**config.mk**
```make
export PLATFORM = sky130hd
export DESIGN_NAME = tone_mixer
export DESIGN_NICKNAME = d
export VERILOG_FILES = /design/src/rtl/tone_mixer.sv
export SDC_FILE = /design/constraint.sdc
export NUM_CORES = 1
export LEC_CHECK = 0
export ABC_AREA = 1
export CORE_UTILIZATION = 60
export DETAILED_ROUTE_END_ITERATION = 10
export MAX_ROUTING_LAYER = met4
export PLACE_DENSITY = 0.83
export SLEW_MARGIN = 5
export SYNTH_ARGS = -nofsm -noshare
export SYNTH_HDL_FRONTEND = slang
export SYNTH_SLANG_ARGS = --single-unit
```
**constraint.sdc**
```tcl
create_clock -name sys_clk -period 25.6 [get_ports sys_clk]
set_input_delay 3.84 -clock sys_clk [delete_from_list [all_inputs] [get_ports sys_clk]]
set_output_delay 3.84 -clock sys_clk [all_outputs]
set_load 0.02 [all_outputs]
```
**src/rtl/tone_mixer.sv**
```systemverilog
// tone_mixer: time-multiplexed multi-channel DDS tone synthesiser with a
// saturating stereo mixer.
//
// On each sample_req pulse (accepted only while idle) every channel is visited
// in turn. A channel takes two cycles. The GEN cycle registers the waveform
// sample from the current phase and then advances the phase. The MAC cycle
// scales the sample by volume/16 and adds it to the left and/or right
// accumulator. A final OUT cycle saturates both accumulators to WIDTH bits and
// pulses sample_valid.
//
// Ports:
//   sys_clk, reset   clock, asynchronous active-high reset
//   sample_req       one-cycle frame request
//   phase_inc        per-channel tuning words, PHASE_W bits each
//   mode             per-channel waveform: 00 off, 01 saw, 10 triangle, 11 square
//   duty             per-channel square threshold (0 behaves as 1)
//   volume           per-channel 4-bit gain, volume/16
//   pan              per-channel routing: bit0 left, bit1 right
//   data_left/right  signed mixed samples, held between frames
//   sample_valid     one-cycle pulse when the outputs update
//   busy             high while a frame is in progress
//   overrun          sticky flag: a request arrived while busy
module tone_mixer #(
   parameter int CHANNELS = 4,
   parameter int WIDTH    = 24,
   parameter int PHASE_W  = 32
) (
   input  logic                         sys_clk,
   input  logic                         reset,
   input  logic                         sample_req,
   input  logic [CHANNELS*PHASE_W-1:0]  phase_inc,
   input  logic [CHANNELS*2-1:0]        mode,
   input  logic [CHANNELS*8-1:0]        duty,
   input  logic [CHANNELS*4-1:0]        volume,
   input  logic [CHANNELS*2-1:0]        pan,
   output logic signed [WIDTH-1:0]      data_left,
   output logic signed [WIDTH-1:0]      data_right,
   output logic                         sample_valid,
   output logic                         busy,
   output logic                         overrun
);

   localparam int ACC_W = WIDTH + $clog2(CHANNELS) + 1;
   localparam int CH_W  = (CHANNELS > 1) ? $clog2(CHANNELS) : 1;
   localparam logic [CH_W-1:0] LAST_CH = CH_W'(CHANNELS - 1);

   localparam logic signed [ACC_W-1:0] SAT_MAX = {{(ACC_W-WIDTH+1){1'b0}}, {(WIDTH-1){1'b1}}};
   localparam logic signed [ACC_W-1:0] SAT_MIN = {{(ACC_W-WIDTH+1){1'b1}}, {(WIDTH-1){1'b0}}};
   localparam logic signed [WIDTH-1:0] SQ_HI   = {1'b0, {(WIDTH-1){1'b1}}};
   localparam logic signed [WIDTH-1:0] SQ_LO   = {1'b1, {(WIDTH-1){1'b0}}};

   typedef enum logic [1:0] {IDLE, GEN, MAC, OUT} state_t;

   state_t state, state_next;
   logic [CH_W-1:0] ch, ch_next;

   logic [PHASE_W-1:0] inc_arr   [CHANNELS];
   logic [PHASE_W-1:0] phase_arr [CHANNELS];
   logic [1:0]         mode_arr  [CHANNELS];
   logic [7:0]         duty_arr  [CHANNELS];
   logic [3:0]         vol_arr   [CHANNELS];
   logic [1:0]         pan_arr   [CHANNELS];

   logic signed [WIDTH-1:0] s_reg;
   logic signed [ACC_W-1:0] acc_l, acc_r;

   // Per-channel unpacking and phase accumulators. A phase only moves during
   // its own channel's GEN cycle; an off channel is parked at phase 0.
   genvar gi;
   generate
      for (gi = 0; gi < CHANNELS; gi++) begin : g_ch
         logic [PHASE_W-1:0] phase_q;

         assign inc_arr[gi]   = phase_inc[gi*PHASE_W +: PHASE_W];
         assign mode_arr[gi]  = mode[gi*2 +: 2];
         assign duty_arr[gi]  = duty[gi*8 +: 8];
         assign vol_arr[gi]   = volume[gi*4 +: 4];
         assign pan_arr[gi]   = pan[gi*2 +: 2];
         assign phase_arr[gi] = phase_q;

         always_ff @(posedge sys_clk or posedge reset) begin
            if (reset) begin
               phase_q <= '0;
            end else if (state == GEN && ch == CH_W'(gi)) begin
               if (mode_arr[gi] == 2'b00)
                  phase_q <= '0;
               else
                  phase_q <= phase_q + inc_arr[gi];
            end
         end
      end
   endgenerate

   // Waveform generation from the pre-increment phase of the current channel.
   logic [PHASE_W-1:0]      cur_phase;
   logic [7:0]              duty_eff;
   logic [WIDTH-1:0]        tri_t;
   logic signed [WIDTH-1:0] wave;

   always_comb begin
      cur_phase = phase_arr[ch];
      duty_eff  = (duty_arr[ch] == 8'd0) ? 8'd1 : duty_arr[ch];
      tri_t     = cur_phase[PHASE_W-2 -: WIDTH] ^ {WIDTH{cur_phase[PHASE_W-1]}};
      wave      = '0;
      case (mode_arr[ch])
         2'b01:   wave = {~cur_phase[PHASE_W-1], cur_phase[PHASE_W-2 -: WIDTH-1]};
         2'b10:   wave = {~tri_t[WIDTH-1], tri_t[WIDTH-2:0]};
         2'b11:   wave = (cur_phase[PHASE_W-1 -: 8] < duty_eff) ? SQ_HI : SQ_LO;
         default: wave = '0;
      endcase
   end

   // Volume scaling: the product of a WIDTH-bit sample and a 4-bit gain always
   // fits WIDTH+4 signed bits, and after the arithmetic shift the value fits in
   // WIDTH bits again, so the cast to ACC_W only sign-extends or drops copies of
   // the sign bit.
   logic signed [WIDTH+3:0] prod;
   logic signed [WIDTH+3:0] v_full;
   logic signed [ACC_W-1:0] v_ext;

   always_comb begin
      prod   = $signed({{4{s_reg[WIDTH-1]}}, s_reg}) * $signed({{WIDTH{1'b0}}, vol_arr[ch]});
      v_full = prod >>> 4;
      v_ext  = ACC_W'(v_full);
   end

   function automatic logic signed [WIDTH-1:0] sat(input logic signed [ACC_W-1:0] a);
      if (a > SAT_MAX)
         return WIDTH'(SAT_MAX);
      else if (a < SAT_MIN)
         return WIDTH'(SAT_MIN);
      else
         return WIDTH'(a);
   endfunction

   // Frame sequencing: GEN/MAC for each channel, then a single OUT cycle.
   always_comb begin
      state_next = state;
      ch_next    = ch;
      case (state)
         IDLE: begin
            if (sample_req) begin
               state_next = GEN;
               ch_next    = '0;
            end
         end
         GEN: state_next = MAC;
         MAC: begin
            if (ch == LAST_CH) begin
               state_next = OUT;
            end else begin
               ch_next    = ch + 1'b1;
               state_next = GEN;
            end
         end
         OUT:     state_next = IDLE;
         default: state_next = IDLE;
      endcase
   end

   always_ff @(posedge sys_clk or posedge reset) begin
      if (reset) begin
         state        <= IDLE;
         ch           <= '0;
         s_reg        <= '0;
         acc_l        <= '0;
         acc_r        <= '0;
         data_left    <= '0;
         data_right   <= '0;
         sample_valid <= 1'b0;
         overrun      <= 1'b0;
      end else begin
         state        <= state_next;
         ch           <= ch_next;
         sample_valid <= (state == OUT);
         if (sample_req && state != IDLE)
            overrun <= 1'b1;
         case (state)
            IDLE: begin
               if (sample_req) begin
                  acc_l <= '0;
                  acc_r <= '0;
               end
            end
            GEN: s_reg <= wave;
            MAC: begin
               if (pan_arr[ch][0]) acc_l <= acc_l + v_ext;
               if (pan_arr[ch][1]) acc_r <= acc_r + v_ext;
            end
            OUT: begin
               data_left  <= sat(acc_l);
               data_right <= sat(acc_r);
            end
            default: ;
         endcase
      end
   end

   assign busy = (state != IDLE);

endmodule

```
# Yosys cells after proc, flatten, opt, wreduce, memory -nomap -nowiden
# Index checks and enable logic that the tools add are counted.
# op_classes
addsub	7
multipliers	1
n_div	0
order_cmp	6
eq_ne	13
n_shift	0
muxes	37
n_bitwise	4
reduce_logical	17
# ops
cell	count
$mux 32	6
$add 32x32->32	4
$mux 24	5
$pmux 27 s2	2
$mux 27	3
$pmux 24 s3	1
$bmux 32 s2	1
$add 27x24->27	2
$gt 27x24->1 const B	2
$lt 27x24->1 const B	2
$mul 24x5->28	1
$mux 8	3
$xor 24x24->24	1
$bmux 8 s2	1
$mux 2	8
$eq 2x2->1 const B	6
$logic_not 2->1	6
$reduce_and 3->1	3
$bmux 2 s2	2
$bmux 4 s2	1
$logic_not 8->1	1
$lt 8x8->1	1
$mux 4	2
$ne 2x2->1 const B	4
9 further kinds	17
# word_totals
regBits	260
latchBits	0
mem_bits_rw	0
rom_bits	0
in_bits	195
output_inout_bits	51
mem_count	0

# Logic depth before layout (Yosys ltp)
# Gate-level depths: netlist of run 1.
# logic_depth
depth_word	9
ltp_mapped	36

# Worst setup path after synthesis of run 1
# Ideal clock, no wire load.
# synth_path
path_type	input to register
start	input port volume[14]
end	register acc_l[26]
setup_time_ns	0.117
arrival_time_ns	8.381
path_slack_ns	17.102
cell_stages	28
path_buffers	1
path_cell_list	a21oi_1 a32o_1 buf_2 nor2_1 ha_1 fa_1 inv_1 fa_1 inv_1 ha_1 a21oi_1 o21a_1 nor2_1 nor2_1 nand2_2 a21boi_1 nor3_1 nor3_1 xnor2_1 ha_1 nand2_1 nor4_1 nand3_1 nand3_1 a21oi_1 nand3b_1 nand3_1 nand2_1
# synth_via
elab_chain_cells	7
# synth_rtl
item	line	text
start: declaration	34	input logic [CHANNELS*4-1:0] volume,
$bmux 4 s2	122	prod = $signed({{4{s_reg[WIDTH-1]}}, s_reg}) * $signed({{WIDTH{1'b0}}, vol_arr[ch]});
$mux 4 (not written as such) (2 in a row)	122	
$mul 24x5->28	122	
$add 27x24->27	187	if (pan_arr[ch][0]) acc_l <= acc_l + v_ext;
$mux 27	187	
$pmux 27 s2	178	case (state)
end signal: assignment	187	
end: declaration	65	logic signed [ACC_W-1:0] acc_l, acc_r;
# Every way passes these cells. The select of a mux whose other input is x is not followed.
# A chain may end at the register's enable or synchronous reset.

# Worst setup path in the final report of run 1
# layout_path
start	input port volume[14]
end	register acc_l[24]
# The elaborated chain is that of the path after synthesis.

==> flow_summary.yaml, run 1 <==
flow_run:
  cap_violations: 0
die:
  initial_core_util_pct: 60.9
  die_h_microns: 206
  num_rows: 74
  dieArea_sq_mm: 0.0423
  ios: 246
  die_w_microns: 206
  core_sq_mm: 0.0408
placement:
  place_congestion: 1.04
  place_area_sq_mm: 0.0276
  place.port_buffers: 245
  hpwl_microns: 61500
  dpl.cell_count: 4370
routing:
  drc: 0
  drtPass1Iterations: 6
  wl_per_cell_microns: 17.5
  wl_microns: 77400
  ant_nets: 0
  vias: 25600
  drt_iter0_markers: 2190
  routed_via_density: 5.78
yosys:
  yosys.area.top_type: "dfrtp_1"
  ys_seq_area_share_pct: 26.2
  synth_common_cells: "nand2_1, inv_1, o21ai_0"
  yosys_warnings: 0
  syn_inst: 3669
  synth_ff_type: "dfrtp_1"
  synth-edff-count: 0
  ys_top_cells_by_area: "dfrtp_1, nand2_1, ha_1"
  synth_top_area_share_pct: 26.2
  yosysUniqueCellTypes: 55
  yosysMostFrequentCell: "nand2_1"
  avgSynthCellArea_sq_um: 6.78
  synth-seq-cells: 260
  async_flop_share_pct: 100
  syn-cell-area_sq_mm: 0.0249
  syn-num-nets: 4155
outcome:
  outcome: "finished, final reports clean"
clock_network:
  clock-sinks: 260
  path_clk_slew_ns: 0.06
  cts.repair.resized: 0
  cts_buffer_depth: 3
  cts_root_buffer: "clkbuf_16"
  post_cts_buffers: 0
  htreeDepth: 1
  cts_buffers: 31
  worstSkewPairLatency_ns: 0.60
  cts_tree: "built"
  hold_buffers: 0
sta:
  period_share_pct: 37.7
  worstMarginPinSlew_ns: 1.19
  fmax_mhz: 104
  fin_crit_ns: 9.64
  slew_violations: 0
  rsz0062_at_grt: "false"
  fin_skew_ns: 0.0209
  fin_tns_setup_ns: 0
  hold_viol: 0
  finalSetupViolCount: 0
  relSlewSlack_pct: 20.8
final_layout:
  fillers: 3538
  fin_area_sq_mm: 0.0287
  largest_reg_flops: 128
  layout-drive-gt1-share_pct: 3.47
  top_register: "g_ch.phase_q"
  multi_input_area_sq_mm: 0.0161
  final_cells: 4428
  nets: 4357
  top_regs: "g_ch.phase_q (128), acc_l (27), acc_r (27)"
  final-seq-area_sq_mm: 0.00651
  area_growth_pct: 15.5
setup_path:
  arrival_ns: 10.10
  crit_type: "in -> reg"
  timing.reg2reg.setup_slack_ns: 18.61
  cpMaxStageDelayCell: "a32o_1"
  end_kind: "flop"
  cp-start-kind: "input pin"
  cp.buffers_inverters: 3
  cp_top_family: "adder cells"
  required_ns: 26.06
  critPathMaxFanout: 24
  cp_slowest_stage_delay_ns: 0.76
global_routing:
  grt_max_degree: 142
  track_usage_pct: 37.9
  grt_pass1_vias: 24100
  grt_pass1_wl_microns: 123000
  overflow: 0
  grt_antenna_before_repair: 1
power:
  power.density_mw_per_mm2: 153
  p_leak_nw: 14.5
  vdd_drop_max_mv: 0.0741
worst_hold_path:
  hold_class: "reg -> reg"
[worst paths after layout]
kind | startpoint | to | depth (start not counted)
min reg2reg | overrun | overrun | 1
max | volume[14] | acc_l[24] | 27
min in group asynchronous | reset | g_ch[3].phase_q[4] | 2
max in group asynchronous | reset | ch[0] | 3
min | overrun | overrun | 1
max reg2reg | ch[1] | acc_l[24] | 28
[stage by stage]
step	hold slack (ns)	worst slack, ns	power (W)	utilization (%)
final	0.463	15.96	0.00440	70.3
after global routing	0.490	15.52	0.00482	70.3
after CTS	0.463	16.06	0.00435	70.3
after detailed placement	0.448	15.46	0.00385	67.7
after global placement	0.441	15.55	0.00382	67.7
after floorplan	0.449	14.60	0.00299	-
[layer usage]
| metal | track usage, % | up-vias | share of wire (%) |
|---|---|---|---|
| met1 | 47.0 | 11800 | 42 |
| li1 | - | 12600 | - |
| met3 | 4.39 | 196 | 6.1 |
| met2 | 61.7 | 907 | 47 |
| met4 | 18.1 | 0 | 5.3 |
| met5 | - | - | 0 |
[cell usage in the layout (no fill, tap or decap), types with 31 or more instances in the layout]
master / n
fa_1: 53
clkbuf_16: 31
o21ai_1: 32
nor2_1: 378
o21ai_0: 405
nand3_1: 112
dfrtp_1: 259
inv_1: 455
a21oi_1: 339
ha_1: 238
nand2_1: 937
clkdlybuf4s50_1: 245
[layout make-up]
type / count / area share, %
multi-input combinational: 2854 / 56.1
clock inverter: 23 / 0.985
clock buffer: 34 / 2.81
inverter: 465 / 6.12
tap: 532 / 2.32
timing repair buffer: 259 / 8.95
antenna: 1 / 0.00871
sequential: 260 / 22.7
[cell families after synthesis]
family	synth area share [%]
xor gates and xnor gates	1.48
adders and majority gates	16.2
buffers and inverters	9.04
AOI/OAI and AO/OA	21.9
and+or+nand+nor	25.2
DFF	26.2
[where the power goes]
| group | leakage, nW | total [W] | internal, W | switching (W) |
|---|---|---|---|---|
| Sequential | 3.31 | 0.000767 | 0.000589 | 0.000177 |
| Clock | 0.511 | 0.000480 | 0.000280 | 0.000200 |
| Combinational | 10.6 | 0.00315 | 0.00105 | 0.00210 |
| Total | 14.5 | 0.00440 | 0.00192 | 0.00248 |
Power figures use the tool's default switching activity.
==> run 2, diff against run 1 <==
- CORE_UTILIZATION: 60 -> 54
- PLACE_DENSITY: 0.83 -> 0.79
- clock period: 25.6 -> 8.4 ns (I/O delays scaled with it)
==> flow_summary.yaml, run 2 (synthesized netlist as in run 1, its figures left out) <==
die:
  ios: 246
  die_w_microns: 217
  num_rows: 78
  core_sq_mm: 0.0454
  dieArea_sq_mm: 0.0469
  die_h_microns: 217
  initial_core_util_pct: 54.8
clock_network:
  hold_buffers: 0
  cts_root_buffer: "clkbuf_16"
  post_cts_buffers: 0
  cts.repair.resized: 0
  cts_tree: "built"
  clock-sinks: 260
  worstSkewPairLatency_ns: 0.55
  path_clk_slew_ns: 0.06
  cts_buffer_depth: 3
  cts_buffers: 35
  htreeDepth: 2
outcome:
  outcome: "finished, final reports clean"
placement:
  place_congestion: 0.999
  place.port_buffers: 245
  place_area_sq_mm: 0.0278
  hpwl_microns: 63000
setup_path:
  critPathMaxFanout: 13
  cp-start-kind: "input pin"
  end_kind: "flop"
  crit_type: "in -> reg"
  arrival_ns: 7.24
  required_ns: 8.83
final_layout:
  layout-drive-gt1-share_pct: 3.66
  final_common_cell: "nand2_1"
  area_growth_pct: 16.6
  top_regs: "g_ch.phase_q (128), acc_l (27), acc_r (27)"
  largest_reg_flops: 128
  fin_area_sq_mm: 0.0290
  mostFrequentLayoutCells: "nand2_1, inv_1, o21ai_0, nor2_1, a21oi_1"
  top_register: "g_ch.phase_q"
  nets: 4368
routing:
  vias: 25500
  drt_iter0_markers: 2147
  wl_per_cell_microns: 17.4
  routed_via_density: 5.65
  drtPass1Iterations: 5
  ant_nets: 0
  drc: 0
  wl_microns: 78700
power:
  p_sw_w: 0.00763
  internal_power_w: 0.00600
  seq_power_share_pct: 17.3
  comb_power_share_pct: 70.9
  power.density_mw_per_mm2: 470
  clockPowerShare_pct: 11.8
  p_leak_nw: 14.6
  swShare_pct: 56.0
  vdd_drop_max_mv: 0.308
sta:
  worstMarginPinSlew_ns: 1.16
  slew_violations: 0
  fin_tns_setup_ns: 0
  rsz0062_at_grt: "false"
  period_share_pct: 81.1
  finalSetupViolCount: 0
  hold_viol: 0
  fmax_mhz: 147
  relSlewSlack_pct: 22.1
  fin_skew_ns: 0.0186
  fin_crit_ns: 6.82
global_routing:
  overflow: 0
  grt_antenna_before_repair: 1
  grt_pass1_vias: 23900
  track_usage_pct: 34.5
  grt_max_degree: 173
  grt_pass1_wl_microns: 125000
worst_hold_path:
  hold_class: "reg -> reg"
flow_run:
  cap_violations: 0
[run 2: cell count changes in the layout (fill, tap and decap cells not counted), sizes merged]
cell	change
buf	+7
clkbuf	+11
clkinv	+2
clkinvlp	-5
inv	-3
[run 2: layer usage]
| layer | part of all wire (%) | GRT usage [%] |
|---|---|---|
| met5 | 0 | - |
| met4 | 4.4 | 14.9 |
| met3 | 5.9 | 3.71 |
| met2 | 47 | 56.1 |
| met1 | 43 | 43.6 |
[run 2: final cells by class]
class | instances | area (sq um)
Timing Repair Buffer | 266 | 2620
Clock inverter | 17 | 236
Fill cell | 4211 | 16400
Clock buffer | 45 | 996
Inverter | 465 | 1750
Antenna cell | 1 | 2.50
Sequential cell | 260 | 6510
Multi-Input combinational cell | 2854 | 16100
Tap cell | 600 | 751
[run 2: metrics by stage]
step           setup slack, ns  std cells  power [W]  hold slack (ns)  util, %
2_1_floorplan             2.48       3669    0.00911            0.449        -
3_3_place_gp              1.15       4445     0.0117            0.452     61.2
3_5_place_dp              1.16       4445     0.0118            0.443     61.2
4_1_cts                   1.72       4507     0.0135            0.456     63.9
5_1_grt                   1.18       4508     0.0149            0.489     63.9
6_report                  1.58       4508     0.0136            0.453     63.9
[run 2: final timing paths]
check | start | end | slack (ns) | cells after the start
worst min register to register | overrun | overrun | 0.45 | 1
worst max register to register | ch[0] | acc_l[24] | 1.65 | 25
min in group asynchronous | reset | g_ch[3].phase_q[1] | 1.25 | 2
max in group asynchronous | reset | ch[0] | 5.60 | 3
worst min-delay path | overrun | overrun | 0.45 | 1
worst max-delay path | volume[14] | acc_l[24] | 1.58 | 25
[run 2: worst max-delay path, cell delays in order]
cell	delay [ns]
clkdlybuf4s50_1	0.40
a21oi_1	0.14
a32o_1	0.52
buf_4	0.29
nor2_1	0.06
ha_1	0.28
fa_1	0.50
inv_1	0.06
fa_1	0.49
inv_1	0.04
ha_1	0.33
a21o_1	0.20
a21oi_1	0.18
a21boi_1	0.28
nor3_1	0.08
nor3_1	0.18
xnor2_1	0.22
ha_1	0.43
nand2_1	0.17
nor4_1	0.51
nand4_1	0.21
nand3_1	0.15
a21oi_1	0.07
o21ai_0	0.08
o21ai_0	0.09
[run 2: power groups by stage]
stage / sequential (W) / combinational (W) / clock [W]
2_1_floorplan: 0.00224 / 0.00687 / 0
3_3_place_gp: 0.00236 / 0.00939 / 0
3_5_place_dp: 0.00236 / 0.00947 / 0
4_1_cts: 0.00235 / 0.00954 / 0.00163
5_1_grt: 0.00241 / 0.0108 / 0.00168
6_report: 0.00236 / 0.00966 / 0.00161
==> run 3, diff against run 2 <==
- CORE_UTILIZATION: 54 -> 59
- PLACE_DENSITY: 0.79 -> 0.82
- clock period: 8.4 -> 6.62 ns (I/O delays scaled with it)
==> flow_summary.yaml, run 3 (synthesized netlist as in run 1, its figures left out) <==
power:
  swShare_pct: 55.1
  vdd_drop_max_mv: 0.275
  power.density_mw_per_mm2: 604
  comb_power_share_pct: 71.5
  p_leak_nw: 14.7
  clockPowerShare_pct: 11.3
  seq_power_share_pct: 17.2
  p_sw_w: 0.00968
  internal_power_w: 0.00790
routing:
  drt_iter0_markers: 2094
  drtPass1Iterations: 6
  vias: 25700
  drc: 0
  ant_nets: 0
  wl_microns: 77900
  routed_via_density: 5.76
  wl_per_cell_microns: 17.5
sta:
  fmax_mhz: 163
  relSlewSlack_pct: 23.6
  holdWs_ns: 0.470
  slew_violations: 0
  fin_skew_ns: 0.0156
  hold_viol: 0
  fin_crit_ns: 6.15
  rsz0062_at_grt: "false"
  fin_tns_setup_ns: 0
  worstMarginPinSlew_ns: 1.14
  period_share_pct: 92.8
  finalSetupViolCount: 0
setup_path:
  critPathMaxFanout: 29
  timing.reg2reg.setup_slack_ns: 0.47
  arrival_ns: 6.60
  worstReg2RegEnd: "acc_r[24]"
  reg2reg_from: "ch[0]"
  crit_type: "reg -> reg"
  rr_worst_depth: 28
  cp-start-kind: "flop"
  cp_slowest_stage_delay_ns: 0.62
  end_kind: "flop"
  cp-startpoint: "ch[0]"
  cpMaxStageDelayCell: "dfrtp_4"
  required_ns: 7.07
worst_hold_path:
  min-delay-start: "overrun"
  hold_end: "overrun"
  hold_class: "reg -> reg"
  holdPathStages: 1
clock_network:
  htreeDepth: 1
  worstSkewPairLatency_ns: 0.60
  cts_buffer_depth: 3
  cts.repair.resized: 0
  cts_root_buffer: "clkbuf_16"
  cts_buffers: 31
  path_clk_slew_ns: 0.06
  post_cts_buffers: 0
  clock-sinks: 260
  hold_buffers: 0
  cts_tree: "built"
placement:
  place.port_buffers: 245
  place_congestion: 1.03
  hpwl_microns: 62200
global_routing:
  use_met1_pct: 45.9
  grt.met3_usage_pct: 4.07
  grt_most_used_layer: "met2"
  track_usage_pct: 37.3
  grt_max_degree: 139
  met2_usage_pct: 61.5
  grt_antenna_before_repair: 2
  overflow: 0
  grt_pass1_vias: 24700
  grt_pass1_wl_microns: 126000
final_layout:
  area_growth_pct: 17.0
  largest_reg_flops: 128
  mostFrequentLayoutCells: "nand2_1, inv_1, o21ai_0, nor2_1, a21oi_1"
  layout-drive-gt1-share_pct: 4.25
  nets: 4389
  final_common_cell: "nand2_1"
  top_register: "g_ch.phase_q"
  fillers: 3595
  top_regs: "g_ch.phase_q (128), acc_l (27), acc_r (27)"
die:
  die_h_microns: 207
  ios: 246
  num_rows: 74
  die_w_microns: 207
  core_sq_mm: 0.0412
  initial_core_util_pct: 60.3
  dieArea_sq_mm: 0.0430
flow_run:
  cap_violations: 0
outcome:
  outcome: "finished, final reports clean"
==> run 3: changes by cell type in the layout (fill, tap and decap cells not counted), moves of 2 or more <==
cell       change
buf_12         +3
bufinv_16      +3
inv_6          +2
clkbuf_16      -6
clkinv_2       -2
buf_4         +22
clkbuf_1       -3
==> run 3: power groups by stage <==
stage | Sequential, W | Clock, W | Combinational (W)
finish | 0.00302 | 0.00199 | 0.0126
global route | 0.00308 | 0.00206 | 0.0141
CTS | 0.00299 | 0.00200 | 0.0124
detailed placement | 0.00301 | 0 | 0.0123
global placement | 0.00300 | 0 | 0.0121
floorplan | 0.00284 | 0 | 0.00872
==> run 3: worst max path at each step <==
stage	end	cells past startpoint
floorplan	acc_l[26]	34
global placement	acc_l[26]	28
detailed placement	acc_l[26]	28
CTS	acc_l[26]	28
global route	acc_l[25]	28
finish	acc_r[24]	28
==> run 3: layout make-up <==
class / count / area (sq um) / area share [%]
Multi-Input combinational cell: 2854 / 16100 / 55.4
Clock inverter: 21 / 350 / 1.20
Inverter: 465 / 1750 / 6.03
Clock buffer: 36 / 835 / 2.87
Timing Repair Buffer: 291 / 2850 / 9.79
Tap cell: 532 / 666 / 2.29
Antenna cell: 2 / 5.00 / 0.0172
Sequential cell: 260 / 6510 / 22.4
==> run 3: stage by stage <==
stage          power, W  utilization, %  worst slack (ns)  cell area, sq um  cells
4_1_cts          0.0174            70.6             0.550             29100   4459
3_3_place_gp     0.0151            67.7           0.00330             27900   4402
2_1_floorplan    0.0116               -             0.796             24900   3669
5_1_grt          0.0192            70.6            0.0427             29100   4461
3_5_place_dp     0.0153            67.7           -0.0606             27900   4402
6_report         0.0176            70.6             0.474             29100   4461
==> run 3: worst max-delay path, delay by kind of cell (launching register included) <==
kind | cells | cell delay (ns)
buf+inv | 4 | 0.50
flops | 1 | 0.62
fa+ha+maj | 5 | 1.97
simple gates | 11 | 1.57
xor+xnor | 1 | 0.22
compound gates | 7 | 1.07
==> run 3: metal layers <==
layer	wire length (microns)	up-vias
met1	32200	11800
met3	4930	205
met5	0	-
met2	36700	969
met4	4060	0
li1	-	12700
